## config.mk

```make
export PLATFORM = sky130hd
export DESIGN_NAME = serial_rx_core
export DESIGN_NICKNAME = d
export VERILOG_FILES = /design/src/rtl/serial_rx_core.sv
export SDC_FILE = /design/constraint.sdc
export NUM_CORES = 1
export LEC_CHECK = 0
export CAP_MARGIN = 10
export CORE_UTILIZATION = 35
export CTS_CLUSTER_SIZE = 10
export DETAILED_ROUTE_END_ITERATION = 8
export GPL_TIMING_DRIVEN = 0
export MAX_ROUTING_LAYER = met4
export PLACE_DENSITY = 0.66
export REMOVE_ABC_BUFFERS = 1
export SLEW_MARGIN = 40
export SYNTH_ARGS = -nofsm -noshare
export SYNTH_HDL_FRONTEND = slang
export SYNTH_SLANG_ARGS = --single-unit
```

## constraint.sdc

```tcl
create_clock -name clk -period 1.8 [get_ports clk]
set_input_delay 0.45 -clock clk [delete_from_list [all_inputs] [get_ports clk]]
set_output_delay 0.45 -clock clk [all_outputs]
set_load 0.02 [all_outputs]
```

## src/rtl/serial_rx_core.sv

```systemverilog
// -----------------------------------------------------------------------------
// serial_rx_core
//
// Oversampling asynchronous serial receiver. The serial line is synchronised,
// a falling edge opens a frame, the start bit is confirmed at its midpoint and
// every following bit (data LSB first, optional parity, one or two stop bits)
// is sampled one bit period later. A completed frame is offered on a
// valid/ready output register together with its parity and framing flags.
//
// Parameters
//   DATA_BITS   data bits per frame (5..9)
//   OVERSAMPLE  tick_in pulses per bit period (even, 4..32)
//   PARITY_EN   1: a parity bit follows the data
//   PARITY_ODD  1: odd parity, 0: even parity
//   STOP_BITS   stop bits checked per frame (1 or 2)
//
// Ports
//   clk         sole clock, rising edge
//   rst_n       asynchronous active-low reset
//   tick_in     oversample strobe, one clk wide
//   dcom        asynchronous serial line, idles high
//   bus         last received data word
//   bus_valid   bus holds an unconsumed word
//   bus_ready   consumer accepts the word when high together with bus_valid
//   parity_err  parity mismatch for the word on bus
//   frame_err   a stop bit of the word on bus was sampled low
//   overrun     one-clk pulse: a completed frame was dropped
//   busy        receiver is not in IDLE
// -----------------------------------------------------------------------------
module serial_rx_core #(
   parameter int DATA_BITS  = 8,
   parameter int OVERSAMPLE = 16,
   parameter int PARITY_EN  = 0,
   parameter int PARITY_ODD = 0,
   parameter int STOP_BITS  = 1
) (
   input  logic                 clk,
   input  logic                 rst_n,
   input  logic                 tick_in,
   input  logic                 dcom,
   output logic [DATA_BITS-1:0] bus,
   output logic                 bus_valid,
   input  logic                 bus_ready,
   output logic                 parity_err,
   output logic                 frame_err,
   output logic                 overrun,
   output logic                 busy
);

   localparam int TW = $clog2(OVERSAMPLE);
   localparam int BW = $clog2(DATA_BITS);

   localparam logic [TW-1:0] TICK_MID  = TW'(OVERSAMPLE / 2 - 1);
   localparam logic [TW-1:0] TICK_LAST = TW'(OVERSAMPLE - 1);
   localparam logic [BW-1:0] DATA_LAST = BW'(DATA_BITS - 1);
   localparam logic [BW-1:0] STOP_LAST = BW'(STOP_BITS - 1);
   localparam logic          ODD_BIT   = logic'(PARITY_ODD != 0);

   typedef enum logic [2:0] {
      ST_IDLE,
      ST_START,
      ST_DATA,
      ST_PARITY,
      ST_STOP,
      ST_BREAK
   } state_t;

   // Line synchroniser and previous-value flop for edge detection
   logic sync1_q, sync1_d;
   logic sync2_q, sync2_d;
   logic rx_prev_q, rx_prev_d;

   // Frame receive state
   state_t               state_q, state_d;
   logic [TW-1:0]        tick_cnt_q, tick_cnt_d;
   logic [BW-1:0]        bit_cnt_q, bit_cnt_d;
   logic [DATA_BITS-1:0] shift_q, shift_d;
   logic                 perr_q, perr_d;
   logic                 ferr_q, ferr_d;
   logic                 done_q, done_d;

   // Output register
   logic [DATA_BITS-1:0] bus_q, bus_d;
   logic                 bus_valid_q, bus_valid_d;
   logic                 parity_err_q, parity_err_d;
   logic                 frame_err_q, frame_err_d;
   logic                 overrun_q, overrun_d;

   logic rx;
   logic tick_last;
   logic accept;

   assign rx        = sync2_q;
   assign tick_last = (tick_cnt_q == TICK_LAST);
   assign accept    = bus_valid_q && bus_ready;

   // ---------------------------------------------------------------------------
   // Synchroniser: runs every clk regardless of tick_in
   // ---------------------------------------------------------------------------
   always_comb begin
      sync1_d   = dcom;
      sync2_d   = sync1_q;
      rx_prev_d = sync2_q;
   end

   // ---------------------------------------------------------------------------
   // Receive FSM next-state logic
   // ---------------------------------------------------------------------------
   always_comb begin
      // NOTE: every output of this block gets a default first, so no path can
      // leave a signal unassigned and infer a latch.
      state_d    = state_q;
      tick_cnt_d = tick_cnt_q;
      bit_cnt_d  = bit_cnt_q;
      shift_d    = shift_q;
      perr_d     = perr_q;
      ferr_d     = ferr_q;
      done_d     = 1'b0;

      case (state_q)
         ST_IDLE: begin
            tick_cnt_d = '0;
            bit_cnt_d  = '0;
            if (rx_prev_q && !rx) begin
               state_d = ST_START;
            end
         end

         ST_START: begin
            if (tick_in) begin
               if (tick_cnt_q == TICK_MID) begin
                  tick_cnt_d = '0;
                  bit_cnt_d  = '0;
                  // A start bit that is high again at its midpoint was a glitch
                  if (!rx) begin
                     state_d = ST_DATA;
                     perr_d  = 1'b0;
                     ferr_d  = 1'b0;
                  end else begin
                     state_d = ST_IDLE;
                  end
               end else begin
                  tick_cnt_d = tick_cnt_q + TW'(1);
               end
            end
         end

         ST_DATA: begin
            if (tick_in) begin
               if (tick_last) begin
                  tick_cnt_d          = '0;
                  shift_d[bit_cnt_q]  = rx;
                  if (bit_cnt_q == DATA_LAST) begin
                     bit_cnt_d = '0;
                     state_d   = (PARITY_EN != 0) ? ST_PARITY : ST_STOP;
                  end else begin
                     bit_cnt_d = bit_cnt_q + BW'(1);
                  end
               end else begin
                  tick_cnt_d = tick_cnt_q + TW'(1);
               end
            end
         end

         ST_PARITY: begin
            if (tick_in) begin
               if (tick_last) begin
                  tick_cnt_d = '0;
                  if (rx != ((^shift_q) ^ ODD_BIT)) begin
                     perr_d = 1'b1;
                  end
                  state_d = ST_STOP;
               end else begin
                  tick_cnt_d = tick_cnt_q + TW'(1);
               end
            end
         end

         ST_STOP: begin
            if (tick_in) begin
               if (tick_last) begin
                  tick_cnt_d = '0;
                  if (!rx) begin
                     ferr_d = 1'b1;
                  end
                  if (bit_cnt_q == STOP_LAST) begin
                     // Frame complete; a low final stop sample means the line
                     // is held in break and must return high before rearming
                     done_d    = 1'b1;
                     bit_cnt_d = '0;
                     state_d   = rx ? ST_IDLE : ST_BREAK;
                  end else begin
                     bit_cnt_d = bit_cnt_q + BW'(1);
                  end
               end else begin
                  tick_cnt_d = tick_cnt_q + TW'(1);
               end
            end
         end

         ST_BREAK: begin
            if (rx) begin
               state_d = ST_IDLE;
            end
         end

         default: begin
            state_d = ST_IDLE;
         end
      endcase
   end

   // ---------------------------------------------------------------------------
   // Output register and handshake. A finished frame lands one clk after its
   // final stop sample; it is dropped only if the previous word is still held
   // and not being accepted in this same clk.
   // ---------------------------------------------------------------------------
   always_comb begin
      bus_d        = bus_q;
      bus_valid_d  = bus_valid_q;
      parity_err_d = parity_err_q;
      frame_err_d  = frame_err_q;
      overrun_d    = 1'b0;

      if (done_q) begin
         if (!bus_valid_q || accept) begin
            bus_d        = shift_q;
            parity_err_d = perr_q;
            frame_err_d  = ferr_q;
            bus_valid_d  = 1'b1;
         end else begin
            overrun_d = 1'b1;
         end
      end else if (accept) begin
         bus_valid_d = 1'b0;
      end
   end

   // ---------------------------------------------------------------------------
   // State registers
   // ---------------------------------------------------------------------------
   // NOTE: sequential state uses non-blocking assignments only, so every flop
   // samples the pre-edge value of the others. The shift register is reset
   // too, so a frame abandoned by reset leaves no stale data behind.
   always_ff @(posedge clk or negedge rst_n) begin
      if (!rst_n) begin
         sync1_q      <= 1'b1;
         sync2_q      <= 1'b1;
         rx_prev_q    <= 1'b1;
         state_q      <= ST_IDLE;
         tick_cnt_q   <= '0;
         bit_cnt_q    <= '0;
         shift_q      <= '0;
         perr_q       <= 1'b0;
         ferr_q       <= 1'b0;
         done_q       <= 1'b0;
         bus_q        <= '0;
         bus_valid_q  <= 1'b0;
         parity_err_q <= 1'b0;
         frame_err_q  <= 1'b0;
         overrun_q    <= 1'b0;
      end else begin
         sync1_q      <= sync1_d;
         sync2_q      <= sync2_d;
         rx_prev_q    <= rx_prev_d;
         state_q      <= state_d;
         tick_cnt_q   <= tick_cnt_d;
         bit_cnt_q    <= bit_cnt_d;
         shift_q      <= shift_d;
         perr_q       <= perr_d;
         ferr_q       <= ferr_d;
         done_q       <= done_d;
         bus_q        <= bus_d;
         bus_valid_q  <= bus_valid_d;
         parity_err_q <= parity_err_d;
         frame_err_q  <= frame_err_d;
         overrun_q    <= overrun_d;
      end
   end

   assign bus        = bus_q;
   assign bus_valid  = bus_valid_q;
   assign parity_err = parity_err_q;
   assign frame_err  = frame_err_q;
   assign overrun    = overrun_q;
   assign busy       = (state_q != ST_IDLE);

endmodule

```

==> results of run 1 <==
==> sequential cells by signal, summed over array words and instances, names as in the netlist <==
name / count
overrun: 1
frame_err: 1
rx: 1
done_q: 1
bit_cnt_q: 3
shift_q: 8
sync1_q: 1
ferr_q: 1
parity_err: 1
tick_cnt_q: 4
state_q: 3
perr_q: 1
bus_valid: 1
bus: 8
rx_prev_q: 1
==> synthesized netlist by cell type (4+ instances only) <==
cell type	number
mux2_2	14
clkbuf_1	7
nor2_1	8
inv_1	8
nor3_1	4
xnor2_1	5
o21ai_0	6
dfrtp_1	33
nand2_1	14
ha_1	4
nand3_1	6
mux2_1	4
a21oi_1	8
mux2i_1	4
==> metal layers <==
layer,GRT usage,share of wire,wire (um),vias up
met5,-,0,0,-
met4,0.0494,0.017,68,0
met3,0.0357,0.050,202,8
met2,0.248,0.47,1930,46
met1,0.190,0.46,1860,699
li1,-,-,-,692
==> power by group <==
part	leakage (nW)	switching (mW)	internal [mW]
Clock	0.0541	0.300	0.410
Combinational	0.567	0.484	0.465
Sequential	0.479	0.0970	0.897
==> worst paths after layout <==
| kind | end | depth (start not counted) |
|---|---|---|
| setup / recovery | state_q[1]$_DFFE_PN0P_ | 5 |
| hold / removal | parity_err$_DFFE_PN0P_ | 1 |
| hold reg to reg | rx$_DFF_PN1_ | 0 |
| min in group clk | rx$_DFF_PN1_ | 0 |
| setup reg to reg | state_q[1]$_DFFE_PN0P_ | 5 |
| max in group asynchronous | rx_prev_q$_DFF_PN1_ | 2 |
==> cell usage in the layout, fill, tap and decap left out, drive strengths merged, types with 4 or more instances in the layout <==
cell type	count
a21oi	8
buf	20
clkbuf	6
clkdlybuf4s50	14
dfrtp	33
ha	4
inv	8
mux2	18
mux2i	4
nand2	14
nand3	6
nor2	8
nor3	4
o21ai	7
xnor2	5
==> through the flow <==
stage / setup slack [ps] / TNS (ps) / cell area (um2)
floorplan: -394 / -788 / 1830
global placement: -820 / -27450 / 2090
detailed placement: -849 / -9050 / 2110
CTS: -177 / -474 / 2350
global route: -240 / -841 / 2400
finish: -172 / -476 / 2400
==> cell families after synthesis <==
family                   after synthesis
XOR/XNOR                               7
flip-flops                            36
AND/OR/NAND/NOR                       53
adder cells (fa/ha/maj)                4
buffers and inverters                 20
multiplexers                          22
AO/OA/AOI/OAI                         36
==> timing repair <==
action | 4_1_cts | 5_1_grt
buffers inserted | 14 | 3
gates cloned | 0 | 0
pin swaps | 5 | 5
resized for setup | 13 | 11
setup endpoints to repair | 14 | 14
==> layout make-up <==
class,count,area (um2)
Inverter,8,30.0
Fill cell,473,2770
Clock inverter,3,42.5
Sequential cell,36,910
Multi-Input combinational cell,122,936
Timing Repair Buffer,35,327
Clock buffer,5,68.8
Tap cell,70,87.6
==> results.toml, run 1 <==
[run_status]
status = "complete, but fails checks"
violations = "setup timing"

[yosys]
synth_edf_count = 0
synth_area_mm2 = 0.00191
avgSynthCellArea_um2 = 10.7
synth_xor_area_frac = 0.0394
synth_compound_area_frac = 0.126
yosys.area_share.simple = 0.152
synthMuxAreaShare = 0.127
synth_top_family_by_area = "simple AND/OR/NAND/NOR gates"
synth_async_sr_flop_share = 1.00
yosys.area.top_type = "dfrtp_1"
ys_top_cells_by_area = "dfrtp_1, mux2_2, dfstp_2"
synthAdderAreaFrac = 0.0263
yosysUniqueCellTypes = 51
ys_seq_area_frac = 0.475
synth-seq-cells = 36
synth_ff_type = "dfrtp_1"
synth.top_cell.area_share = 0.433
syn_inst = 178
yosysWarnings = 0

[power]
p_total_mw = 2.65
power_density_mw_per_mm2 = 1100
leakage_nw = 1.10
ir_drop_mv = 0.760

[routing]
routed_wl_um = 4060
ant_nets = 0
remaining_drc_errors = 0
routed_via_density = 5.18
dr.pass1.iters = 4
avgRoutedWirePerCell_um = 14.5
vias = 1445
drt_iter0_markers = 90

[worst_setup_path]
crit_slowest_cell = "or4b_1"
slowest_delay_ps = 520
r2r_start = "state_q[0]$_DFFE_PN0P_"
path_delay_family = "simple AND/OR/NAND/NOR gates"
worstPathArrival_ps = 2140
r2r_slack_ps = -170
critical_path_class = "reg -> reg"
worstSetupStartpoint = "state_q[0]$_DFFE_PN0P_"
crit_buf_inv = 1
critPathCaptureType = "register"
required_ps = 1970
crit_chain = "or4b_1, a21o_2, a222oi_1, buf_4, mux2_1"
worst_setup_path_start_kind = "register"
cp_max_fo = 4

[cells_and_area]
fin_cells = 279
final_nets = 217
area_growth_pct = 26.0
fin_util = 0.464
drive_above_1_share = 0.297
diodes = 0

[clock_network]
clk_pin_slew_ps = 80
cts_buffers = 5
cts_sinks = 36
clockBufferDepth = 2
htreeDepth = 2
clk_latency_ps = 290
cts-root-buf = "clkbuf_8"
ctsHoldBuffers = 0
cts_tree = "built"

[floorplan]
die_x_um = 75.8
core_mm2 = 0.00517
die_h_um = 75.8
start_util = 0.368
dieArea_mm2 = 0.00574
ioPinCount = 18
std_cell_rows = 26

[sta]
finalClockSkew_ps = 3.70
holdWs_ps = 54.7
min_period_ps = 1970
max_freq_mhz = 507
setup_viol = 5
slew_viol_final = 0
max_slew_margin = 0.697
fin_crit_sh = 1.10
finalWorstSetupSlack_ps = -172
rsz0062_at_grt = "true"
hold_violations = 0
tightest_slew_ps = 453

[placement]
dp.cells = 254
port_buffers = 17
hpwl_um = 2450
gp_congestion = 0.812

[global_routing]
overflow = 0
grt_pass1_vias = 1368
grt_max_degree = 25
antenna_found_initial = 0
grt_pass1_wl_um = 6340
gr-usage-all-layers = 0.153

[flow_run]
drv_cap = 0

[worst_hold_path]
min_path_type = "in -> async"
(Power assumes the default switching activity.)
==> run 2, diff against run 1 <==
ABC_AREA = 1   (was unset)
CORE_MARGIN = 8   (was unset)
==> results.toml, run 2 <==
[clock_network]
cts_tree = "built"
cts-root-buf = "clkbuf_8"
cts_sinks = 36
clockBufferDepth = 2
clk_pin_slew_ps = 70
cts_buffers = 5
htreeDepth = 2
clk_latency_ps = 290
ctsHoldBuffers = 0

[floorplan]
core_mm2 = 0.00537
ioPinCount = 18
dieArea_mm2 = 0.00804
die_h_um = 89.7
die_x_um = 89.7
std_cell_rows = 27
start_util = 0.354

[power]
power_density_mw_per_mm2 = 1290
leakage_nw = 1.08
ir_drop_mv = 0.433

[cells_and_area]
diodes = 0
fin_cells = 332
final_nets = 268
final_common_cell = "nand2_1"
area_growth_pct = 20.6
drive_above_1_share = 0.162
layout_common_cells = "nand2_1, dfrtp_1, inv_1"

[sta]
holdWs_ps = 81.3
rsz0062_at_grt = "false"
tightest_slew_ps = 504
setup_viol = 0
max_freq_mhz = 581
hold_violations = 0
min_period_ps = 1720
slew_viol_final = 0
fin_crit_sh = 0.956
max_slew_margin = 0.663
finalSetupTns_ps = 0
finalClockSkew_ps = 5.92

[worst_setup_path]
cp_max_fo = 6
worstPathArrival_ps = 1270
crit_slowest_cell = "dfrtp_2"
required_ps = 1350
crit_chain = "nor2_4, nand2_4, clkdlybuf4s15_2"
critPathCaptureType = "output port"
worst_setup_path_start_kind = "register"
r2r_slack_ps = 130
r2r-end = "state_q[0]$_DFFE_PN0P_"
slowest_delay_ps = 450
rr_worst_depth = 9
critical_path_class = "reg -> out"
r2r_start = "bit_cnt_q[0]$_DFFE_PN0P_"

[yosys]
ys_top_cells_by_count = "nand2_1, dfrtp_1, inv_1, nor2_1, o21ai_0"
synth_area_mm2 = 0.00190
yosys.area_share.simple = 0.294
synth_xor_area_frac = 0.00461
synthMuxAreaShare = 0.0118
synthAdderAreaFrac = 0.0263
synth-seq-cells = 36
yosysWarnings = 0
yosysMostFrequentCell = "nand2_1"
synth_ff_type = "dfrtp_1"
synth.top_cell.area_share = 0.434
yosys.area.top_type = "dfrtp_1"
ys_seq_area_frac = 0.476
syn_inst = 233
yosysUniqueCellTypes = 31
ys_top_cells_by_area = "dfrtp_1, nand2_1, inv_1"
synth_async_sr_flop_share = 1.00
synth_edf_count = 0
synth_compound_area_frac = 0.115
synth_top_family_by_area = "simple AND/OR/NAND/NOR gates"
avgSynthCellArea_um2 = 8.16

[worst_hold_path]
min_path_type = "in -> async"

[global_routing]
antenna_found_initial = 0
overflow = 0
gr-usage-all-layers = 0.100
grt_pass1_wl_um = 6070
grt_max_degree = 22
grt_pass1_vias = 1390

[routing]
vias = 1567
dr.pass1.iters = 4
remaining_drc_errors = 0
avgRoutedWirePerCell_um = 10.9
routed_wl_um = 3610
routed_via_density = 4.72
drt_iter0_markers = 114
ant_nets = 0

[placement]
gp_congestion = 0.890
hpwl_um = 2700
dp.cells = 320
port_buffers = 17

[run_status]
status = "completed"

[flow_run]
drv_cap = 0
-- run 2: cell types whose count changed after synthesis, moves of 4 or more --
cell,previous run,this run
clkbuf_1,7,1
nand4_1,2,7
mux2_2,14,2
a21oi_1,8,12
nand3_1,6,11
nor2_1,8,19
mux2_1,4,0
xnor2_1,5,0
inv_1,8,28
o21ai_0,6,19
mux2i_1,4,0
nand2_1,14,62
-- run 2: how the worst max path moves through the flow --
stage	cells past startpoint	startpoint	slack [ps]	to
2_1_floorplan	10	tick_cnt_q[0]$_DFFE_PN0P_	370	state_q[2]$_DFFE_PN0P_
3_3_place_gp	1	rst_n	-550	bus[1]$_DFFE_PN0P_
3_5_place_dp	3	state_q[2]$_DFFE_PN0P_	-110	busy
4_1_cts	3	state_q[0]$_DFFE_PN0P_	40	busy
5_1_grt	9	bit_cnt_q[0]$_DFFE_PN0P_	1	state_q[2]$_DFFE_PN0P_
6_report	3	state_q[0]$_DFFE_PN0P_	80	busy
-- run 2: critical path: cells and delay by family (launching register included) --
| kind | cells | cell delay, ps |
|---|---|---|
| flip-flops | 1 | 450 |
| buffers and inverters | 1 | 270 |
| AND/OR/NAND/NOR | 2 | 260 |
-- run 2: layout make-up --
class | instances | area [um2]
Inverter | 31 | 119
Multi-Input combinational cell | 163 | 870
Tap cell | 72 | 90.1
Fill cell | 521 | 3080
Timing Repair Buffer | 22 | 224
Clock inverter | 1 | 5.00
Sequential cell | 36 | 908
Clock buffer | 7 | 76.3
-- run 2: what timing repair did --
item | in CTS | in global routing
buffers inserted | 0 | 4
endpoints found under the hold margin | 0 | 0
resized for setup | 7 | 2
pin swaps | 0 | 1
endpoints found under the setup margin | 1 | 4
-- run 2: report_power, final --
part | switching, mW | total [mW] | internal (mW)
clock network | 0.272 | 0.544 | 0.271
logic | 0.834 | 1.36 | 0.521
registers | 0.136 | 1.07 | 0.932
-- run 2: cell families (layout without fill, tap and decap cells) --
logic type,Yosys count,in the layout
xor gates and xnor gates,1,1
DFF,36,36
AOI/OAI and AO/OA,39,39
adders and majority gates,4,4
and+or+nand+nor,117,117
buffers and inverters,34,61
muxes,2,2
-- run 2: routing by layer --
| layer | GRT usage | share of wire | vias to the layer above |
|---|---|---|---|
| li1 | - | - | 813 |
| met4 | 0.0544 | 0.023 | 0 |
| met3 | 0.0246 | 0.043 | 7 |
| met2 | 0.157 | 0.47 | 25 |
| met1 | 0.116 | 0.46 | 722 |
| met5 | - | 0 | - |
-- run 2: stage by stage --
step	area [um2]	util	setup WS, ps	power [mW]
3_3_place_gp	2140	0.399	-549	2.27
6_report	2290	0.427	78.8	2.97
5_1_grt	2290	0.427	1.15	3.23
4_1_cts	2260	0.420	43.0	2.89
2_1_floorplan	1880	-	370	2.01
3_5_place_dp	2160	0.403	-113	2.30
==> run 3, diff against run 2 <==
CTS_CLUSTER_SIZE = unset   (was 10)
GPL_ROUTABILITY_DRIVEN = 0   (was unset)
==> results of run 3 <==
The final DEF is identical to that of run 2; final timing and power are the same.
